--- config.mk ---
export PLATFORM = sky130hd
export DESIGN_NAME = reset_sequencer_flat
export DESIGN_NICKNAME = d
export VERILOG_FILES = /design/src/rtl/reset_sequencer_pkg.sv /design/src/rtl/reset_sequencer_if.sv /design/src/rtl/reset_sequencer_sync_2ff.sv /design/src/rtl/reset_sequencer.sv /design/src/flat_wrapper.sv
export SDC_FILE = /design/constraint.sdc
export NUM_CORES = 1
export LEC_CHECK = 0
export ABC_CLOCK_PERIOD_IN_PS = 3200
export BUFFER_PORTS_ARGS = -buffer_cell sky130_fd_sc_hd__buf_4
export CORE_ASPECT_RATIO = 0.7
export CORE_MARGIN = 10
export CORE_UTILIZATION = 40
export CTS_CLUSTER_DIAMETER = 120
export DETAILED_ROUTE_END_ITERATION = 10
export PLACE_DENSITY = 0.62
export SETUP_SLACK_MARGIN = 0.02
export SLEW_MARGIN = 20
export SYNTH_ARGS = -nofsm -noshare
export SYNTH_HDL_FRONTEND = slang
export SYNTH_SLANG_ARGS = --single-unit
--- constraint.sdc ---
create_clock -name iClock -period 3.2 [get_ports iClock]
set_clock_uncertainty 0.1 [all_clocks]
set_input_delay 0.64 -clock iClock [delete_from_list [all_inputs] [get_ports iClock]]
set_output_delay 0.64 -clock iClock [all_outputs]
set_load 0.01 [all_outputs]
--- src/rtl/reset_sequencer_pkg.sv ---
// Shared types, default parameters and helpers for the staged reset sequencer.
package reset_seq_pkg;

  localparam int unsigned DEF_NUM_STAGES     = 4;
  localparam int unsigned DEF_HOLD_CYCLES    = 16;
  localparam int unsigned DEF_TIMEOUT_CYCLES = 1024;
  localparam int unsigned DEF_CNT_W          = 16;

  typedef enum logic [2:0] {
    HOLD  = 3'd0,
    WAIT  = 3'd1,
    GAP   = 3'd2,
    RUN   = 3'd3,
    FAULT = 3'd4
  } seqState_t;

  // Width of a stage index; never narrower than one bit.
  function automatic int unsigned stageIdxWidth(input int unsigned numStages);
    return (numStages <= 2) ? 1 : $clog2(numStages);
  endfunction

endpackage

--- src/rtl/reset_sequencer_if.sv ---
// Control/status bundle between the reset sequencer and its environment.
interface reset_sequencer_if
  import reset_seq_pkg::*;
#(
  parameter int unsigned NUM_STAGES = DEF_NUM_STAGES
);
  localparam int unsigned IDX_W = stageIdxWidth(NUM_STAGES);

  logic                  iSoftReset;
  logic [NUM_STAGES-1:0] iStageReady;
  logic [NUM_STAGES-1:0] oStageReset;
  logic                  oAllReady;
  logic                  oFault;
  logic [IDX_W-1:0]      oFaultStage;

  modport master (
    output iSoftReset, iStageReady,
    input  oStageReset, oAllReady, oFault, oFaultStage
  );

  modport slave (
    input  iSoftReset, iStageReady,
    output oStageReset, oAllReady, oFault, oFaultStage
  );
endinterface

--- src/rtl/reset_sequencer_sync_2ff.sv ---
// Two-flop synchroniser for asynchronous level inputs, cleared by async reset.
module sync_2ff #(
  parameter int unsigned WIDTH = 1
) (
  input  logic             iClock,
  input  logic             iReset,
  input  logic [WIDTH-1:0] asyncIn,
  output logic [WIDTH-1:0] syncOut
);
  logic [WIDTH-1:0] meta;

  always_ff @(posedge iClock or posedge iReset) begin
    if (iReset) begin
      meta    <= '0;
      syncOut <= '0;
    end else begin
      meta    <= asyncIn;
      syncOut <= meta;
    end
  end
endmodule

--- src/rtl/reset_sequencer.sv ---
// Staged reset controller: holds all domains in reset, then releases them in
// index order once each reports ready, faulting on timeout or ready loss.
module reset_sequencer
  import reset_seq_pkg::*;
#(
  parameter int unsigned NUM_STAGES     = DEF_NUM_STAGES,
  parameter int unsigned HOLD_CYCLES    = DEF_HOLD_CYCLES,
  parameter int unsigned TIMEOUT_CYCLES = DEF_TIMEOUT_CYCLES,
  parameter int unsigned CNT_W          = DEF_CNT_W
) (
  input logic              iClock,
  input logic              iReset,
  reset_sequencer_if.slave bus
);
  localparam int unsigned      IDX_W        = stageIdxWidth(NUM_STAGES);
  localparam logic [CNT_W-1:0] HOLD_LAST    = CNT_W'(HOLD_CYCLES - 1);
  localparam logic [CNT_W-1:0] TIMEOUT_LAST = CNT_W'(TIMEOUT_CYCLES - 1);
  localparam logic [IDX_W-1:0] LAST_IDX     = IDX_W'(NUM_STAGES - 1);

  logic [NUM_STAGES-1:0] rdy;
  seqState_t             state;
  logic [CNT_W-1:0]      counter;
  logic [IDX_W-1:0]      idx;
  logic [NUM_STAGES-1:0] stageReset;
  logic                  allReady;
  logic                  fault;
  logic [IDX_W-1:0]      faultStage;
  logic [IDX_W-1:0]      lowNotReady_c;
  logic [IDX_W-1:0]      nextIdx_c;

  sync_2ff #(.WIDTH(NUM_STAGES)) uReadySync (
    .iClock  (iClock),
    .iReset  (iReset),
    .asyncIn (bus.iStageReady),
    .syncOut (rdy)
  );

  // Lowest-numbered stage whose synchronised ready is low.
  always_comb begin
    lowNotReady_c = '0;
    for (int i = int'(NUM_STAGES) - 1; i >= 0; i--) begin
      if (!rdy[i]) lowNotReady_c = IDX_W'(i);
    end
  end

  assign nextIdx_c = idx + IDX_W'(1);

  always_ff @(posedge iClock or posedge iReset) begin
    if (iReset) begin
      state      <= HOLD;
      counter    <= '0;
      idx        <= '0;
      stageReset <= '1;
      allReady   <= 1'b0;
      fault      <= 1'b0;
      faultStage <= '0;
    end else if (bus.iSoftReset) begin
      state      <= HOLD;
      counter    <= '0;
      idx        <= '0;
      stageReset <= '1;
      allReady   <= 1'b0;
      fault      <= 1'b0;
      faultStage <= '0;
    end else begin
      unique case (state)
        HOLD: begin
          if (counter == HOLD_LAST) begin
            stageReset[0] <= 1'b0;
            counter       <= '0;
            idx           <= '0;
            state         <= WAIT;
          end else begin
            counter <= counter + CNT_W'(1);
          end
        end
        // Ready wins over a timeout landing on the same cycle.
        WAIT: begin
          if (rdy[idx]) begin
            counter <= '0;
            if (idx == LAST_IDX) begin
              state    <= RUN;
              allReady <= 1'b1;
            end else begin
              state <= GAP;
            end
          end else if (counter == TIMEOUT_LAST) begin
            state      <= FAULT;
            counter    <= '0;
            stageReset <= '1;
            allReady   <= 1'b0;
            fault      <= 1'b1;
            faultStage <= idx;
          end else begin
            counter <= counter + CNT_W'(1);
          end
        end
        GAP: begin
          if (counter == HOLD_LAST) begin
            idx                   <= nextIdx_c;
            stageReset[nextIdx_c] <= 1'b0;
            counter               <= '0;
            state                 <= WAIT;
          end else begin
            counter <= counter + CNT_W'(1);
          end
        end
        RUN: begin
          if (rdy != '1) begin
            state      <= FAULT;
            stageReset <= '1;
            allReady   <= 1'b0;
            fault      <= 1'b1;
            faultStage <= lowNotReady_c;
          end else begin
            allReady <= 1'b1;
          end
        end
        FAULT: begin
          stageReset <= '1;
          allReady   <= 1'b0;
          fault      <= 1'b1;
        end
        default: begin
          state      <= HOLD;
          counter    <= '0;
          idx        <= '0;
          stageReset <= '1;
          allReady   <= 1'b0;
          fault      <= 1'b0;
          faultStage <= '0;
        end
      endcase
    end
  end

  assign bus.oStageReset = stageReset;
  assign bus.oAllReady   = allReady;
  assign bus.oFault      = fault;
  assign bus.oFaultStage = faultStage;
endmodule

--- src/flat_wrapper.sv ---
// flat-port wrapper written by rule: the top's interface ports become plain ports
module reset_sequencer_flat import reset_seq_pkg::*;
#(
  parameter int unsigned NUM_STAGES     = DEF_NUM_STAGES,
  parameter int unsigned HOLD_CYCLES    = DEF_HOLD_CYCLES,
  parameter int unsigned TIMEOUT_CYCLES = DEF_TIMEOUT_CYCLES,
  parameter int unsigned CNT_W          = DEF_CNT_W
)
  (iClock, iReset, bus_iSoftReset, bus_iStageReady, bus_oStageReset, bus_oAllReady, bus_oFault, bus_oFaultStage);
  reset_sequencer_if #(.NUM_STAGES(NUM_STAGES)) bus_i ();
  input logic iClock;
  input logic iReset;
  input wire logic [$bits(bus_i.iSoftReset)-1:0] bus_iSoftReset;
  input wire logic [$bits(bus_i.iStageReady)-1:0] bus_iStageReady;
  output wire logic [$bits(bus_i.oStageReset)-1:0] bus_oStageReset;
  output wire logic [$bits(bus_i.oAllReady)-1:0] bus_oAllReady;
  output wire logic [$bits(bus_i.oFault)-1:0] bus_oFault;
  output wire logic [$bits(bus_i.oFaultStage)-1:0] bus_oFaultStage;
  assign bus_i.iSoftReset = bus_iSoftReset;
  assign bus_i.iStageReady = bus_iStageReady;
  assign bus_oStageReset = bus_i.oStageReset;
  assign bus_oAllReady = bus_i.oAllReady;
  assign bus_oFault = bus_i.oFault;
  assign bus_oFaultStage = bus_i.oFaultStage;
  reset_sequencer #(.NUM_STAGES(NUM_STAGES), .HOLD_CYCLES(HOLD_CYCLES), .TIMEOUT_CYCLES(TIMEOUT_CYCLES), .CNT_W(CNT_W)) u_core (.iClock(iClock), .iReset(iReset), .bus(bus_i));
endmodule
# == After elaboration in Yosys (flattened, before gate mapping) ==
# Cells that the tools add are included.
# word_totals
ff_bits,37
latch_bits,0
mem_bits_rw,0
romBits,0
in_bits,7
wordCells,100
n_memories,0
# op_classes
add_sub_neg,2
mul,0
n_div,0
magnitude_cmp,3
eq_ne,22
shift,0
mux,48
bitwise,2
reduce_logical,13
# op_table
cell,count
16-bit 2-to-1 mux,4
16-bit case mux with 3 select lines,1
3-bit case mux with 4 select lines,2
2-bit 2-to-1 mux,11
4-bit 2-to-1 mux,5
"16-bit by 1-bit adder with 16-bit output, second input constant",1
"16-bit by 10-bit == test with 1-bit output, second input constant",1
"16-bit by 4-bit == test with 1-bit output, second input constant",1
3-bit 2-to-1 mux,5
1-bit 2-to-1 mux,13
"3-bit by 2-bit inequality test with 1-bit output, second input constant",4
2-bit case mux with 3 select lines,2
4-bit AND reduction,3
5-bit AND reduction,2
"2-bit by 1-bit inequality test with 1-bit output, second input constant",4
"4-bit inequality test, second input constant",2
1-bit case mux with 4 select lines,2
"3-bit by 2-bit == test with 1-bit output, second input constant",2
"2-bit by 3-bit less-than comparator with 1-bit output, second input constant",2
3-bit AND reduction,2
3-bit OR reduction,2
4-bit AND,1
"2-bit inequality test, second input constant",2
"4-bit by 2-bit inequality test with 1-bit output, second input constant",1
14 further kinds,15

# == Longest topological paths before layout ==
# Gate-level depths: netlist of the first run.
# logic_depth
ltp_word,10
mapped_depth,8
depth_no_buf,6

# == Modules after synthesis ==
# A second synthesis of the first run with hierarchy kept.
# unflattened
hier_cells,172
hier_area_um2,1889.3
# modules_own_cells
mod,n_inst,cells_each,area_per_inst_um2,seq_area_each_um2
reset_sequencer,1,163,1685.4,730.7
sync_2ff,1,9,203.9,200.2

# == Worst setup path after synthesis of the first run ==
# Ideal clock, no wire load.
# synth_timing
path_kind,in2reg
from,in bus_iSoftReset
to,"reg u_core.fault, in the netlist u_core.bus.oFault"
t_arrival_ps,2163
path_slack_ps,812
path_stages,7
cell_sequence,or3b_2 > nor4_1 > or2_1 > buf_6 > or3_1 > buf_6 > mux2_4
# synth_via
elab_chain_len,2
word_cells_on_any_way,6
classes_between,eq/ne: 4; mux: 1; reduce/logical: 1
# synth_rtl
element,line_no,source
"start, declared",flat_wrapper.sv:13,input wire logic [$bits(bus_i.iSoftReset)-1:0] bus_iSoftReset;
"3-bit by 2-bit inequality test with 1-bit output (no source line), or another cell as far along",-,
4-bit AND reduction (no source line),-,
"end signal, assigned",reset_sequencer.sv:55,fault <= 1'b0;
"end signal, assigned",reset_sequencer.sv:63,fault <= 1'b0;
"end signal, assigned",reset_sequencer.sv:92,fault <= 1'b1;
"end, declared",reset_sequencer.sv:26,logic fault;
# Several ways; a longest one is shown, not always the timed one.
# A chain may end at the register's enable or synchronous reset.

# == Worst setup path in the final report of the first run ==
# layout_timing
from,reg u_core.counter[0]
to,"reg u_core.fault, in the netlist u_core.bus.oFault"
# layout_via
elab_chain_len,3
# layout_rtl
element,line_no,source
"start, declared",reset_sequencer.sv:22,logic [CNT_W-1:0] counter;
"start signal, assigned",reset_sequencer.sv:74,counter <= counter + CNT_W'(1);
"start signal, assigned",reset_sequencer.sv:95,counter <= counter + CNT_W'(1);
"start signal, assigned",reset_sequencer.sv:105,counter <= counter + CNT_W'(1);
16-bit by 10-bit == test with 1-bit output,reset_sequencer.sv:87,end else if (counter == TIMEOUT_LAST) begin
3-bit by 2-bit inequality test with 1-bit output (no source line),-,
4-bit AND reduction (no source line),-,
"end signal, assigned",reset_sequencer.sv:92,
"end signal, assigned",reset_sequencer.sv:113,fault <= 1'b1;
"end signal, assigned",reset_sequencer.sv:122,fault <= 1'b1;
# No other way between the ends.

==> summary.txt, run 1 <==
Logic synthesis
  – Top FF cell, synth: dfrtp_1
  – Library cells used by synthesis: 49
  – EDFF count, synth: 0
  – Synth warn: 0
  – Most frequent cell after synthesis: dfrtp_1
  – Syn nets: 205
  – Post-synth top cells: 33 x dfrtp_1, 24 x nand2_1, 15 x o21ai_0
  – Synth top area share: 43.1%
  – FF+latch count, synth: 37
  – Cells after Synth: 193
  – Post-synth ARST share: 100%
  – Synth top area cells: dfrtp_1 43%, dfstp_2 5.5%, nand2_1 4.7%
  – Mean post-synth cell area: 9.93 µm²
  – Register area share after synthesis: 48.6%
  – Synth Cell Area: 1920 µm²
  – Post-synth top area cell: dfrtp_1

Place
  – I/O Buffers: 14
  – Detailed Place HPWL: 3120 µm
  – Gp weighted congestion: 0.828
  – Setup slack at placement: 0.480 ns

Drt
  – Pre-antenna DRT Iters: 4
  – Drt wl/cell: 15.8 µm
  – Via density: 5.55
  – First DRT Iteration DRCs: 59
  – Drt drc: 0
  – Via count: 1481
  – WL final: 4210 µm
  – Antenna-violating nets left: 0

Global route
  – Initial antenna violation count: 0
  – Total track usage: 11.6%
  – Number of global-route vias before repair: 1466
  – First-pass GRT wire length: 7470 µm
  – Largest net degree at the start of global routing: 21
  – Grt ovf: 0

Worst setup path
  – Worst setup path category: flop to flop
  – Endpoint type of the worst setup path: flop
  – Critical Path Start Type: flop
  – WP data arrival: 2.59 ns
  – Crit Path Max Fanout: 7
  – Crit path required time: 3.28 ns

Finish
  – # diodes: 0
  – Final Net Count: 223
  – Multi-input logic area: 892 µm²
  – Share of cells above drive strength 1: 20.3%
  – Storage cell area: 931 µm²
  – Final design utilization: 47.9%
  – Area Overhead vs Synth: 12.1%
  – Fillcell total: 419

Timing
  – Worst slew pin tran: 0.831 ns
  – Setup ws final: 0.683 ns
  – Setup violations, final: 0
  – RSZ-0062 raised after global routing: false
  – Peak Freq: 0.397 GHz
  – Max transition margin: 44.1%
  – Slew Limit Fails: 0
  – Final Hold Violating Endpoints: 0
  – Min Tclk post-route: 2.52 ns
  – Setup TNS: 0 ns
  – Final period utilization: 78.7%

Clock tree
  – Num Clock Sinks: 37
  – Root Buffer: clkbuf_8
  – H-Tree Depth: 2
  – CTS Hold Bufs: 0
  – Maximum clock insertion buffer count: 2
  – CTS tree: built
  – Worst-path clk slew: 0.08 ns
  – Post_cts resized: 0
  – Num CTS Buffers: 5
  – Postcts setup bufs: 0
  – Clock latency on the worst-skew pair: 0.29 ns

Hold path
  – HP Class: flop to flop

Job
  – Maxcap violations: 0

Pwr
  – Psw: 0.000410 W
  – Peak supply drop: 0.377 mV
  – Clock Power Share: 26.7%
  – Pwr/cell area: 565 nW/µm²
  – Sw frac: 33.8%
  – Leakage: 0.924 nW
  – Flop pwr share: 47.9%
  – Comb pwr share: 25.4%
  – Final Power: 0.00121 W
  – Pint: 0.000804 W

Floorplanning
  – Die width: 103 µm
  – Die area: 8000 µm²
  – Initial Util: 42.8%
  – I/O pin count: 15
  – Area of the core: 4480 µm²
  – Chip height: 77.9 µm
  – Row cnt: 20

Status
  – Status: completed
per-layer routing:
metal  wire, µm  track usage (%)
met2       1540             14.3
met5          0                0
met3        331             4.42
met1       2330             18.0
met4         19             2.39
sequential cells by signal, indices dropped and copies added, names as in the netlist, 2 cells and up:
name / cells
u_core.counter: 16
u_core.bus.oStageReset: 4
u_core.uReadySync.meta: 4
u_core.uReadySync.syncOut: 4
u_core.state: 3
u_core.bus.oFaultStage: 2
u_core.idx: 2
final cells by class:
type / instances / share of cell area [%]
Clock buffer: 5 / 3.21
Clock inverter: 3 / 0.816
Inverter: 7 / 1.22
Multi-Input combinational cell: 141 / 41.6
Sequential cell: 37 / 43.4
Tap cell: 55 / 3.21
Timing Repair Buffer: 19 / 6.64
stage by stage:
stage / hold WS, ns / std cells / cell area [µm²]
after CTS: 0.251 / 267 / 2150
after global placement: 0.233 / 259 / 2060
final: 0.250 / 267 / 2150
after global routing: 0.264 / 267 / 2150
after detailed placement: 0.235 / 259 / 2060
after floorplan: 0.231 / 193 / 1920
critical path, cell delays in order (launching register included):
cell     delay (ns)
dfrtp_1        0.43
ha_1           0.28
nand4_1        0.18
nor3_1         0.39
a21oi_1        0.18
or3_1          0.53
mux2_4         0.33
logic make-up (layout without fill, tap and decap cells):
group	count (synthesis)	count (layout)	share of synthesized area, %
simple gates	82	82	22.5
compound gates	45	45	15.2
mux	6	6	4.25
fa+ha+maj	5	5	3.27
flops	37	37	48.6
buf+inv	15	34	4.83
xor+xnor	3	3	1.37
worst paths after layout:
check / startpoint / endpoint / slack [ns] / depth (start not counted)
max: u_core.counter[0] / u_core.bus.oFault / 0.68 / 6
min: u_core.uReadySync.meta[0] / u_core.uReadySync.syncOut[0] / 0.25 / 0
max reg2reg: u_core.counter[0] / u_core.bus.oFault / 0.68 / 6
min reg2reg: u_core.uReadySync.meta[0] / u_core.uReadySync.syncOut[0] / 0.25 / 0
max in group asynchronous: iReset / u_core.bus.oStageReset[0] / 1.86 / 3
min in group asynchronous: iReset / u_core.counter[12] / 0.36 / 2
power groups by stage:
| stage | Sequential (W) | Clock (W) | Combinational [W] |
|---|---|---|---|
| 6_report | 0.000581 | 0.000324 | 0.000309 |
| 5_1_grt | 0.000595 | 0.000355 | 0.000350 |
| 4_1_cts | 0.000581 | 0.000330 | 0.000311 |
| 3_5_place_dp | 0.000590 | 0 | 0.000310 |
| 3_3_place_gp | 0.000589 | 0 | 0.000308 |
| 2_1_floorplan | 0.000571 | 0 | 0.000236 |
cells in the final DEF (no fill, tap or decap), types with 2 or more instances in the layout:
cell type  synthesis  routed
and3_1             2       2
and2_1             2       2
ha_1               5       5
nand4_1            5       5
a22o_1             3       3
nor3_1            13      13
o31ai_1            5       5
nand2_1           24      24
and4b_1            2       2
inv_1              7       7
dfstp_2            4       4
clkinv_2           0       2
o21ai_0           15      15
xor2_1             2       2
o22ai_1            2       2
or3b_2             2       2
a211oi_1           2       2
dfrtp_1           33      33
or2_2              2       2
nand3_1            5       5
a21oi_1            8       8
nor2_1            11      11
clkbuf_8           2       5
nor4_1             4       4
nor4b_1            2       2
a21o_1             2       2
buf_4              0      19
mux2_2             3       3
Note: power is estimated with default switching activity, not from simulation.
==> run 2, diff against run 1 <==
--- a/config.mk
+++ b/config.mk
@@ -5,14 +5,14 @@
 export SDC_FILE = /design/constraint.sdc
 export NUM_CORES = 1
 export LEC_CHECK = 0
-export ABC_CLOCK_PERIOD_IN_PS = 3200
+export ABC_CLOCK_PERIOD_IN_PS = 2300
 export BUFFER_PORTS_ARGS = -buffer_cell sky130_fd_sc_hd__buf_4
 export CORE_ASPECT_RATIO = 0.7
 export CORE_MARGIN = 10
 export CORE_UTILIZATION = 40
 export CTS_CLUSTER_DIAMETER = 120
 export DETAILED_ROUTE_END_ITERATION = 10
-export PLACE_DENSITY = 0.62
+export PLACE_DENSITY = 0.64
 export SETUP_SLACK_MARGIN = 0.02
 export SLEW_MARGIN = 20
 export SYNTH_ARGS = -nofsm -noshare
==> constraint.sdc (replaced) <==
create_clock -name iClock -period 2.3 [get_ports iClock]
set_clock_uncertainty 0.1 [all_clocks]
set_input_delay 0.46 -clock iClock [delete_from_list [all_inputs] [get_ports iClock]]
set_output_delay 0.46 -clock iClock [all_outputs]
set_load 0.01 [all_outputs]
==> summary.txt, run 2 (same netlist as run 1, synthesis figures left out) <==
Hold path
  – HP Class: primary input to asynchronous set/reset pin

Floorplanning
  – Die area: 8000 µm²
  – Chip height: 77.9 µm
  – I/O pin count: 15
  – Row cnt: 20
  – Die width: 103 µm
  – Area of the core: 4480 µm²
  – Initial Util: 42.8%

Clock tree
  – Postcts setup bufs: 0
  – Worst-path clk slew: 0.08 ns
  – CTS Hold Bufs: 0
  – Maximum clock insertion buffer count: 2
  – CTS tree: built
  – Num CTS Buffers: 5
  – Num Clock Sinks: 37
  – Clock latency on the worst-skew pair: 0.30 ns
  – Root Buffer: clkbuf_8
  – H-Tree Depth: 2

Finish
  – Biggest register: u_core.counter
  – Most common cell after layout, fill and taps aside: buf_4
  – Share of cells above drive strength 1: 31.2%
  – Fillcell total: 393
  – Fin area: 2370 µm²
  – Final Non-Filler Cells: 292
  – # diodes: 0
  – Final Net Count: 248
  – Area Overhead vs Synth: 23.9%
  – Most frequent cells in the layout: 44 x buf_4, 33 x dfrtp_1, 24 x nand2_1, 15 x o21ai_0, 12 x nor3_1
  – Max reg flops: 16

Drt
  – Via count: 1580
  – Met1 wire length: 2310 µm
  – Pre-antenna DRT Iters: 5
  – Routed wl met2: 1640 µm
  – Drt wl/cell: 14.8 µm
  – Drt drc: 0
  – WL met3: 328 µm
  – First DRT Iteration DRCs: 211
  – Antenna-violating nets left: 0
  – Via density: 5.41
  – WL final: 4330 µm
  – DR top layer: met4

Global route
  – Grt ovf: 0
  – Total track usage: 11.8%
  – Initial antenna violation count: 0
  – Largest net degree at the start of global routing: 38
  – Number of global-route vias before repair: 1473
  – First-pass GRT wire length: 7420 µm

Timing
  – Max transition margin: 70.1%
  – Setup TNS: 0 ns
  – Peak Freq: 0.452 GHz
  – Final Hold Violating Endpoints: 0
  – Worst slew pin tran: 0.445 ns
  – Setup violations, final: 0
  – Slew Limit Fails: 0
  – Final period utilization: 96.3%
  – Hold_ws: 0.153 ns
  – Setup ws final: 0.0854 ns
  – Min Tclk post-route: 2.21 ns
  – RSZ-0062 raised after global routing: true

Place
  – Dpl cells: 284
  – Gp weighted congestion: 0.774
  – Placed Instance Area: 2250 µm²
  – Setup slack at placement: 0.0277 ns
  – Detailed Place HPWL: 3240 µm
  – I/O Buffers: 14

Pwr
  – Pwr/cell area: 775 nW/µm²
  – Peak supply drop: 0.404 mV
  – Leakage: 1.07 nW

Worst setup path
  – Endpoint type of the worst setup path: flop
  – Crit Path Max Fanout: 3
  – Crit path launch: u_core.idx[1]
  – Critical Path Start Type: flop
  – WP data arrival: 2.30 ns
  – Crit path required time: 2.39 ns
  – R2R depth: 5
  – FF-to-FF End: u_core.bus.oFault
  – Reg-to-Reg Start: u_core.idx[1]
  – Reg2reg setup slack: 0.09 ns
  – Worst setup path category: flop to flop

Job
  – Maxcap violations: 0

Status
  – Status: completed
[run 2: metal layers]
layer | up-vias | track usage, %
met3 | 6 | 3.81
li1 | 789 | -
met1 | 737 | 18.3
met5 | - | 0
met2 | 48 | 14.2
met4 | 0 | 4.21
[run 2: final cells by class]
type | instances | area [µm²] | share of cell area, %
sequential | 37 | 931 | 39.2
multi-input combinational | 141 | 926 | 39.0
timing repair buffer | 44 | 330 | 13.9
clock buffer | 5 | 68.8 | 2.90
tap | 55 | 68.8 | 2.90
inverter | 7 | 26.3 | 1.11
clock inverter | 3 | 22.5 | 0.949
[run 2: worst max-delay path, cell delays in order (launching register included)]
cell	delay, ns
dfrtp_1	0.41
mux4_2	0.54
and2_4	0.16
or2_1	0.26
or3_4	0.35
mux2_4	0.30
[run 2: how the worst max path moves through the flow]
| stage | end | slack (ns) |
|---|---|---|
| after floorplan | u_core.bus.oFault | -0.07 |
| after detailed placement | u_core.counter[1] | 0.03 |
| final | u_core.bus.oFault | 0.09 |
| after global placement | u_core.bus.oFault | 0.009 |
| after CTS | u_core.bus.oFaultStage[1] | 0.04 |
| after global routing | u_core.idx[0] | 0.02 |
[run 2: metrics by stage]
stage | util (%) | power, W
2_1_floorplan | - | 0.00112
3_3_place_gp | 50.2 | 0.00136
3_5_place_dp | 50.2 | 0.00136
4_1_cts | 52.3 | 0.00184
5_1_grt | 53.0 | 0.00196
6_report | 53.0 | 0.00184
[run 2: what timing repair did]
item                                    CTS  global route
endpoints found under the hold margin     0             0
endpoints found under the setup margin    4            11
gates resized for setup                   1             5
pin swaps                                 0             0
[run 2: power breakdown]
part | total [W] | internal [W] | switching (W)
registers | 0.000777 | 0.000723 | 0.0000545
clock network | 0.000471 | 0.000215 | 0.000256
logic | 0.000591 | 0.000294 | 0.000297
==> run 3, diff against run 2 <==
--- a/config.mk
+++ b/config.mk
@@ -12,7 +12,7 @@
 export CORE_UTILIZATION = 40
 export CTS_CLUSTER_DIAMETER = 120
 export DETAILED_ROUTE_END_ITERATION = 10
-export PLACE_DENSITY = 0.64
+export PLACE_DENSITY_LB_ADDON = 0.08
 export SETUP_SLACK_MARGIN = 0.02
 export SLEW_MARGIN = 20
 export SYNTH_ARGS = -nofsm -noshare
==> summary.txt, run 3 (same netlist as run 1, synthesis figures left out) <==
Status
  – Status: completed

Floorplanning
  – Row cnt: 20
  – Area of the core: 4480 µm²
  – Die area: 8000 µm²
  – Chip height: 77.9 µm
  – Initial Util: 42.8%
  – Die width: 103 µm
  – I/O pin count: 15

Clock tree
  – Num CTS Buffers: 5
  – Maximum clock insertion buffer count: 2
  – Worst-path clk slew: 0.08 ns
  – H-Tree Depth: 2
  – Clock latency on the worst-skew pair: 0.29 ns
  – CTS Hold Bufs: 0
  – Root Buffer: clkbuf_8
  – Num Clock Sinks: 37
  – CTS tree: built

Global route
  – Grt ovf: 0
  – Largest net degree at the start of global routing: 38
  – Number of global-route vias before repair: 1547
  – First-pass GRT wire length: 7690 µm
  – Total track usage: 12.2%
  – Initial antenna violation count: 0

Drt
  – Antenna-violating nets left: 0
  – Via density: 5.50
  – First DRT Iteration DRCs: 103
  – Drt wl/cell: 15.9 µm
  – Via count: 1594
  – Pre-antenna DRT Iters: 4
  – WL final: 4600 µm
  – Drt drc: 0

Timing
  – Final period utilization: 96.4%
  – RSZ-0062 raised after global routing: false
  – Setup violations, final: 0
  – Peak Freq: 0.451 GHz
  – Final Hold Violating Endpoints: 0
  – Min Tclk post-route: 2.22 ns
  – Slew Limit Fails: 0
  – Worst slew pin tran: 0.481 ns
  – Setup TNS: 0 ns
  – Max transition margin: 68.0%

Pwr
  – Peak supply drop: 0.450 mV
  – Leakage: 1.06 nW
  – Pwr/cell area: 812 nW/µm²

Finish
  – Most frequent cells in the layout: 42 x buf_4, 33 x dfrtp_1, 24 x nand2_1, 15 x o21ai_0, 11 x nor3_1
  – Area Overhead vs Synth: 24.4%
  – Max reg flops: 16
  – Final Net Count: 246
  – Fillcell total: 401
  – Fin area: 2380 µm²
  – Biggest register: u_core.counter
  – Share of cells above drive strength 1: 30.6%
  – # diodes: 0
  – Final design utilization: 53.2%
  – Most common cell after layout, fill and taps aside: buf_4

Hold path
  – HP Class: primary input to flop

Worst setup path
  – Endpoint type of the worst setup path: flop
  – Crit Path Max Fanout: 4
  – Critical Path Start Type: flop
  – Crit path required time: 2.38 ns
  – WP data arrival: 2.30 ns
  – Worst setup path category: flop to flop

Place
  – Placed Instance Area: 2230 µm²
  – I/O Buffers: 14
  – Gp weighted congestion: 0.841
  – Detailed Place HPWL: 3420 µm

Job
  – Maxcap violations: 0
==> run 3: changes by cell type in the layout (fill, tap and decap cells not counted), sizes merged <==
cell / previous run / this run
buf: 44 / 42
bufinv: 0 / 1
clkbuf: 5 / 7
clkinv: 3 / 0
==> run 3: path summary, 6_finish.rpt <==
path | from | slack (ns) | depth (start not counted) | end
max | u_core.uReadySync.syncOut[1] | 0.08 | 5 | u_core.bus.oFault
min | bus_iStageReady[1] | 0.18 | 1 | u_core.uReadySync.meta[1]
max reg2reg | u_core.uReadySync.syncOut[1] | 0.08 | 5 | u_core.bus.oFault
min reg2reg | u_core.uReadySync.meta[1] | 0.25 | 0 | u_core.uReadySync.syncOut[1]
max in group asynchronous | iReset | 1.55 | 3 | u_core.bus.oStageReset[0]
min in group asynchronous | iReset | 0.20 | 3 | u_core.bus.oFaultStage[0]
==> run 3: area by class of cell <==
type | count | area (µm²) | share of cell area [%]
flip-flops and latches | 37 | 931 | 39.1
multi-input cells | 141 | 926 | 38.8
repair buffers | 42 | 315 | 13.2
clock buffers | 7 | 86.3 | 3.62
well taps | 55 | 68.8 | 2.89
clock inverters | 1 | 30.0 | 1.26
inverters | 7 | 26.3 | 1.10
==> run 3: report_power, final <==
group	total (W)	switching [W]	internal [W]
combinational	0.000571	0.000299	0.000272
clock	0.000584	0.000230	0.000354
sequential	0.000781	0.0000575	0.000723
==> run 3: routing by layer <==
metal  global-route usage (%)  share of wire [%]  vias to the layer above
met5                        0                  0                        -
li1                         -                  -                      787
met4                     4.21               0.43                        0
met3                     3.36                5.5                        2
met1                     18.4                 54                      760
met2                     15.8                 40                       45
==> run 3: what timing repair did <==
action | CTS | global route
buffers inserted | 0 | 0
setup endpoints to repair | 0 | 20
gates resized for setup | 0 | 7
endpoints found under the hold margin | 0 | 0
==> run 3: per-stage QoR <==
step	setup slack (ns)	total power, W	std cells	hold WS (ns)
after CTS	0.0508	0.00193	290	0.167
after detailed placement	0.0142	0.00133	282	0.235
after floorplan	-0.0745	0.00112	193	0.231
final	0.0818	0.00194	290	0.177
after global placement	0.0254	0.00133	282	0.233
after global routing	0.0151	0.00205	290	0.161
==> run 3: worst max-delay path: stages, from the launching register on <==
cell	delay, ns
dfrtp_1	0.41
mux4_2	0.50
and2_4	0.17
or2_1	0.29
or3_4	0.35
mux2_4	0.30
